**config.mk**
```make
export PLATFORM = sky130hd
export DESIGN_NAME = four_bit_seq_divider
export DESIGN_NICKNAME = d
export VERILOG_FILES = /design/src/rtl/four_bit_seq_divider.sv
export SDC_FILE = /design/constraint.sdc
export NUM_CORES = 1
export LEC_CHECK = 0
export ABC_AREA = 1
export CORE_MARGIN = 4
export CORE_UTILIZATION = 29
export DETAILED_ROUTE_END_ITERATION = 10
export SETUP_SLACK_MARGIN = 0.15
export SYNTH_ARGS = -nofsm -noshare
export SYNTH_HDL_FRONTEND = slang
export SYNTH_SLANG_ARGS = --single-unit
export TNS_END_PERCENT = 100
```
**constraint.sdc**
```tcl
create_clock -name clk -period 2 [get_ports clk]
set_input_delay 0.2 -clock clk [delete_from_list [all_inputs] [get_ports clk]]
set_output_delay 0.2 -clock clk [all_outputs]
set_load 0.01 [all_outputs]
```
**src/rtl/four_bit_seq_divider.sv**
```systemverilog
// ---------------------------------------------------------------------------
// four_bit_seq_divider
//
// Unsigned restoring divider that resolves one quotient bit per clock.
// A division takes WIDTH CALC cycles; a zero divisor is answered at once
// (quotient all-ones, remainder = dividend, div_by_zero set).
//
// Handshake: start is a request sampled on every rising edge. It is
// accepted only while the FSM is IDLE or DONE (busy low). There is no
// back-pressure on the result side: done is a one-cycle pulse marking the
// cycle in which quotient/remainder/div_by_zero carry a new result, and
// those outputs then hold until the next result is produced.
//
// Ports
//   clk          in   rising-edge clock
//   rst_n        in   asynchronous active-low reset
//   start        in   begin a division (ignored while busy)
//   input_x      in   [WIDTH-1:0] dividend, captured on acceptance
//   input_y      in   [WIDTH-1:0] divisor,  captured on acceptance
//   quotient     out  [WIDTH-1:0] registered quotient
//   remainder    out  [WIDTH-1:0] registered remainder
//   busy         out  high exactly while the FSM is in CALC
//   done         out  one-cycle pulse when a new result is presented
//   div_by_zero  out  high if the last accepted divisor was zero
//   state_dbg    out  [1:0] current FSM state (IDLE=0, CALC=1, DONE=2)
// ---------------------------------------------------------------------------
module four_bit_seq_divider #(
  parameter int WIDTH = 4
) (
  input  logic             clk,
  input  logic             rst_n,
  input  logic             start,
  input  logic [WIDTH-1:0] input_x,
  input  logic [WIDTH-1:0] input_y,
  output logic [WIDTH-1:0] quotient,
  output logic [WIDTH-1:0] remainder,
  output logic             busy,
  output logic             done,
  output logic             div_by_zero,
  output logic [1:0]       state_dbg
);

  // Counter must be able to hold the value WIDTH itself.
  localparam int CW = $clog2(WIDTH + 1);

  typedef enum logic [1:0] {
    S_IDLE = 2'd0,
    S_CALC = 2'd1,
    S_DONE = 2'd2
  } state_t;

  state_t           state;
  logic [CW-1:0]    step_cnt;
  logic [WIDTH-1:0] x_reg;    // dividend, shifted left so its MSB feeds the next step
  logic [WIDTH-1:0] y_reg;    // divisor held for the whole operation
  logic [WIDTH:0]   rem_reg;  // partial remainder, one bit wider than operands
  logic [WIDTH-1:0] q_reg;    // quotient bits collected so far

  // One restoring step, computed combinationally from the current registers.
  logic [WIDTH:0]   rem_shift;
  logic [WIDTH+1:0] trial_sum;
  logic             no_borrow;
  logic [WIDTH:0]   rem_next;
  logic [WIDTH-1:0] q_next;

  always_comb begin
    rem_shift = '0;
    trial_sum = '0;
    no_borrow = 1'b0;
    rem_next  = '0;
    q_next    = '0;

    // Shift in the next dividend bit, MSB first.
    rem_shift = {rem_reg[WIDTH-1:0], x_reg[WIDTH-1]};
    // rem_shift - y as rem_shift + ~y + 1 over WIDTH+1 bits; the extra top
    // bit of trial_sum is the carry out, which is 1 when there is no borrow.
    trial_sum = {1'b0, rem_shift} + {1'b0, ~{1'b0, y_reg}} + (WIDTH + 2)'(1);
    no_borrow = trial_sum[WIDTH+1];
    // Restore on borrow by simply keeping the shifted value.
    rem_next  = no_borrow ? trial_sum[WIDTH:0] : rem_shift;
    q_next    = {q_reg[WIDTH-2:0], no_borrow};
  end

  // The top remainder bit is always zero once a step has settled (the
  // remainder never reaches the divisor); it exists so the shifted value
  // can never overflow before the subtraction.
  logic unused_rem_msb;
  assign unused_rem_msb = rem_reg[WIDTH] ^ rem_next[WIDTH];

  always_ff @(posedge clk or negedge rst_n) begin
    if (!rst_n) begin
      state       <= S_IDLE;
      step_cnt    <= '0;
      x_reg       <= '0;
      y_reg       <= '0;
      rem_reg     <= '0;
      q_reg       <= '0;
      quotient    <= '0;
      remainder   <= '0;
      busy        <= 1'b0;
      done        <= 1'b0;
      div_by_zero <= 1'b0;
    end else begin
      done <= 1'b0;
      case (state)
        S_IDLE, S_DONE: begin
          if (start) begin
            x_reg       <= input_x;
            y_reg       <= input_y;
            rem_reg     <= '0;
            q_reg       <= '0;
            div_by_zero <= 1'b0;
            if (input_y == '0) begin
              // Answer immediately; no CALC cycles.
              state       <= S_DONE;
              step_cnt    <= '0;
              busy        <= 1'b0;
              done        <= 1'b1;
              quotient    <= '1;
              remainder   <= input_x;
              div_by_zero <= 1'b1;
            end else begin
              state    <= S_CALC;
              step_cnt <= CW'(WIDTH);
              busy     <= 1'b1;
            end
          end else begin
            state <= S_IDLE;
            busy  <= 1'b0;
          end
        end

        S_CALC: begin
          // start is deliberately not looked at here.
          rem_reg  <= rem_next;
          q_reg    <= q_next;
          x_reg    <= {x_reg[WIDTH-2:0], 1'b0};
          step_cnt <= step_cnt - CW'(1);
          if (step_cnt == CW'(1)) begin
            // Last step: publish the result on the same edge.
            state     <= S_DONE;
            busy      <= 1'b0;
            done      <= 1'b1;
            quotient  <= q_next;
            remainder <= rem_next[WIDTH-1:0];
          end
        end

        default: begin
          state <= S_IDLE;
          busy  <= 1'b0;
        end
      endcase
    end
  end

  assign state_dbg = state;

endmodule

```
; ---- Word level (Yosys, flattened, before mapping)
; Index checks and enable logic that the tools add are counted.
[word_totals]
register_bits = 31
inputBits = 11
output_inout_bits = 13
wordCells = 58
[classes]
addsub = 3
eq_ne = 6
n_mux = 30
bitwise = 1
n_reduce_logical = 7
[op_table]
columns = op, count
row1 = $mux W4, 9
row2 = $pmux W4 S2, 4
row3 = $pmux W3 S2, 2
row4 = $mux W3, 3
row5 = $add A5 B5 Y6, 1
row6 = $add A6 B1 Y6 const B, 1
row7 = $mux W1, 6
row8 = $mux W2, 3
row9 = $ne A2 B2 Y1 const B, 3
row10 = $not A4 Y5, 1
row11 = $logic_not A4 Y1, 1
row12 = $pmux W1 S2, 2
row13 = $pmux W2 S2, 1
row14 = $reduce_and A2 Y1, 2
row15 = $reduce_and A4 Y1, 1
row16 = $eq A3 B1 Y1 const B, 1
row17 = $sub A3 B1 Y3 const B, 1
row18 = $eq A2 B1 Y1 const B, 1
row19 = $eq A2 B2 Y1 const B, 1
row20 = $logic_not A2 Y1, 1
row21 = $reduce_bool A2 Y1, 1
row22 = $reduce_or A2 Y1, 1

; ---- Logic depth before layout (Yosys ltp)
[logic_depth]
ltp_word = 6
ltp_mapped = 11
depth_no_buf = 11

; ---- Worst setup path before layout
; OpenSTA, ideal clock, no wires.
[synth_path]
path_kind = register to register
start = register x_reg[3]
end = register remainder[2]
setup_time_ps = 113
arrival_time_ps = 1359
t_required_ps = 1887
path_slack_ps = 528
path_stages_with_launch = 10
path_buffers = 0
cell_sequence = dfrtp_1 > inv_1 > ha_1 > inv_1 > fa_1 > xor2_1 > nand3_1 > nand3_1 > nand2_1 > inv_1
[synth_via]
elab_chain_len = 5
[synth_lines]
columns = item, line_no
row1 = from (decl), 54  ; logic [WIDTH-1:0] x_reg;
row2 = from (signal assigned), 108  ; x_reg <= input_x;
row3 = from (signal assigned), 137  ; x_reg <= {x_reg[WIDTH-2:0], 1'b0};
row4 = $add A5 B5 Y6, 77  ; trial_sum = {1'b0, rem_shift} + {1'b0, ~{1'b0, y_reg}} + (WIDTH + 2)'(1);
row5 = $add A6 B1 Y6, 77
row6 = $mux W4, 80  ; rem_next = no_borrow ? trial_sum[WIDTH:0] : rem_shift;
row7 = $mux W4, 139  ; if (step_cnt == CW'(1)) begin
row8 = $pmux W4 S2, 105  ; case (state)
row9 = to (signal assigned), 120  ; remainder <= input_x;
row10 = to (signal assigned), 145  ; remainder <= rem_next[WIDTH-1:0];
row11 = to (decl), 36  ; output logic [WIDTH-1:0] remainder,
; No other way between the ends. The select of a mux whose other input is x is not followed.
; A chain may end at the register's enable or synchronous reset.

; ---- Final worst setup path
[layout_path]
start = register rem_reg[1]
end = register remainder[0]
[layout_via]
elab_chain_len = 5
[layout_lines]
columns = item, line_no
row1 = from (decl), 56  ; logic [WIDTH:0] rem_reg;
row2 = from (signal assigned), 135  ; rem_reg <= rem_next;
row3 = $add A5 B5 Y6, 77
row4 = $add A6 B1 Y6, 77
row5 = $mux W4, 80
row6 = $mux W4, 139
row7 = $pmux W4 S2, 105
; No other way between the ends. The select of a mux whose other input is x is not followed.

==> impl_metrics.toml <==
[yosys]
avgSynthCellArea_sq_um = 8.93
synth_top_area_cell = "dfrtp_1"
synth-seq-cells = 31
muxShareOfSynthArea_pct = 0
synth-xor-area-share_pct = 0.560
syn_area_sq_um = 1560
synth_fa_ha_area_share_pct = 6.08
synthSimpleGateAreaFrac_pct = 23.6
synth_cells = 175
synth-compound-area-share_pct = 9.77
synth_seq_area_share_pct = 49.6
synthDistinctLibCells = 27
synth_top_family_by_area = "simple AND/OR/NAND/NOR gates"
synth.net_count = 193
yosys-top-cells-area = "dfrtp_1 50%, inv_1 7.0%, nand2_1 7.0%, nand3_1 5.4%, ha_1 4.8%"
yosys_warnings = 0
synth_top_area_share_pct = 49.6

[floorplanning]
io_pins = 24
rows = 26
fp.dieW_um = 81.4
fp.dieArea_sq_um = 6630
die_y_um = 81.4
core_area_sq_um = 5170
initial_core_util_pct = 30.2

[power]
p_leak_nw = 0.944
p_per_area_nw_per_um2 = 1660
ir_drop_uv = 592

[place]
gp_congestion = 0.788
dp_hpwl_um = 2520
numPortBuffers = 23
post-place-ws_ns = 0.327

[sta]
drv_slew = 0
setup_viol = 0
slew_headroom_pct = 72.6
rsz0062_at_grt = "no"
fmax_mhz = 612
tightest_slew_ns = 0.412
final.setup.tns_ns = 0
finalClockSkew_ns = 0.00386
fin_crit_sh_pct = 81.7
hold_viol_final = 0
min_period_ns = 1.63
timing.final.ws_setup_ns = 0.366

[global_routing]
grt_max_degree = 32
grt_pass1_vias = 1261
grt_pass1_wl_um = 5840
grt.overflow.total = 0
track_usage_pct = 11.5
grt_antenna_before_repair = 0

[worst_setup_path]
r2r-start = "rem_reg[1]"
crit_slowest_cell = "dfrtp_1"
worstReg2RegEnd = "remainder[0]"
cpMostUsedCell = "nand2_1"
crit_fanout = 4
crit_type = "register to register"
end_kind = "register"
required_ns = 2.23
cp-startpoint = "rem_reg[1]"
r2r_setup_slack_ns = 0.37
critical_path_arrival_ns = 1.86
slowest_delay_ns = 0.40
ff2ff_path_depth = 8
path_cells = "ha_1 -> nand2_1 -> nand2_1 -> a21oi_1 -> nand4_1 -> nand3_1 -> nand2_1 -> inv_1"
startpoint_type = "register"

[route]
firstDrtPassIters = 5
ant_nets = 0
via_count = 1259
drtIter0Drc = 69
via_per_inst = 4.58
wl_per_cell_um = 12.3
drc = 0
wl_um = 3370

[cells_and_area]
syn_to_final_growth_pct = 25.6
antenna-diode-count = 0
layout-drive-gt1-share_pct = 11.7
fin_nets = 222

[cts]
htreeDepth = 2
worstSkewPairLatency_ns = 0.28
clkTransAtPathRegs_ns = 0.07
cts_tree = "built"
cts_made_buffers = 5
cts_hold_buf = 0
root_buffer = "clkbuf_8"
clock_sinks = 31
cts_buffer_depth = 2

[flow_run]
cap_violations = 0

[run_status]
status = "complete, no violations"

[min_path]
hold_class = "input port to asynchronous set/reset pin"
Yosys cell counts, drive strengths merged:
cell,instances
a31oi,3
xor2,1
a21oi,7
o31a,1
ha,6
fa,1
inv,33
o211ai,1
or2,4
nand2,32
nand3,17
dfrtp,31
nand4,6
nor2,15
o221ai,2
buf,3
o22ai,4
o21ai,8
worst max-delay path by stage:
stage              endpoint  slack (ns)
6_report       remainder[0]        0.37
5_1_grt        remainder[0]        0.22
4_1_cts        remainder[0]        0.31
3_5_place_dp   remainder[0]        0.33
3_3_place_gp   remainder[1]        0.34
2_1_floorplan  remainder[2]        0.53
cells by family after synthesis:
group,count (synthesis)
fa+ha+maj,7
xor+xnor,1
simple gates,74
flops,31
buf+inv,36
compound gates,26
timing repair:
item                       CTS  global route
buffers inserted             0             0
resized for setup            0             1
setup endpoints to repair    0             3
layer usage:
layer	GRT usage [%]	wire, um
met3	3.29	127
met1	14.4	1510
met2	19.1	1680
met5	0	0
met4	3.55	45
layout by cell type, fill, tap and decap left out:
cell / count
dfrtp_1: 31
inv_1: 29
nand2_1: 29
clkdlybuf4s50_1: 23
nand3_1: 16
nor2_1: 12
a21oi_1: 7
o21ai_0: 7
clkbuf_8: 7
ha_1: 6
nand4_1: 5
inv_2: 4
o22ai_1: 4
a31oi_1: 3
or2_2: 3
nor2_4: 2
nand2_2: 2
o221ai_1: 2
buf_4: 2
nand4_4: 1
nand2_4: 1
nor2_2: 1
nand3_2: 1
xor2_1: 1
or2_1: 1
o211ai_1: 1
o21ai_1: 1
o31a_1: 1
fa_1: 1
clkbuf_1: 1
power by group:
group | internal, mW | total, mW | leakage (nW) | switching (mW)
logic | 0.683 | 1.63 | 0.520 | 0.951
registers | 0.912 | 1.06 | 0.373 | 0.151
clock network | 0.314 | 0.555 | 0.0515 | 0.241
critical path: cells and delay by family, from the launching register on:
family / cells / cell delay, ns
buffers and inverters: 1 / 0.04
DFF: 1 / 0.40
and+or+nand+nor: 5 / 0.54
AOI/OAI and AO/OA: 1 / 0.27
adders and majority gates: 1 / 0.33
cell type report:
type | count | area (sq um)
clock buffers | 8 | 100
fillers | 534 | 3210
inverters | 33 | 124
multi-input cells | 108 | 631
flip-flops and latches | 31 | 776
well taps | 70 | 87.6
repair buffers | 25 | 245
through the flow:
step / total power [mW] / instance area [sq um] / utilization [%] / hold WS (ns) / instances
after floorplan: 2.23 / 1560 / - / -0.0956 / 175
after global placement: 2.70 / 1860 / 35.9 / 0.469 / 267
after detailed placement: 2.72 / 1860 / 35.9 / 0.476 / 267
after CTS: 3.29 / 1960 / 37.9 / 0.332 / 275
after global routing: 3.58 / 1960 / 38.0 / 0.365 / 275
final: 3.25 / 1960 / 38.0 / 0.312 / 275
No activity file was read; power rests on OpenSTA's default activity.
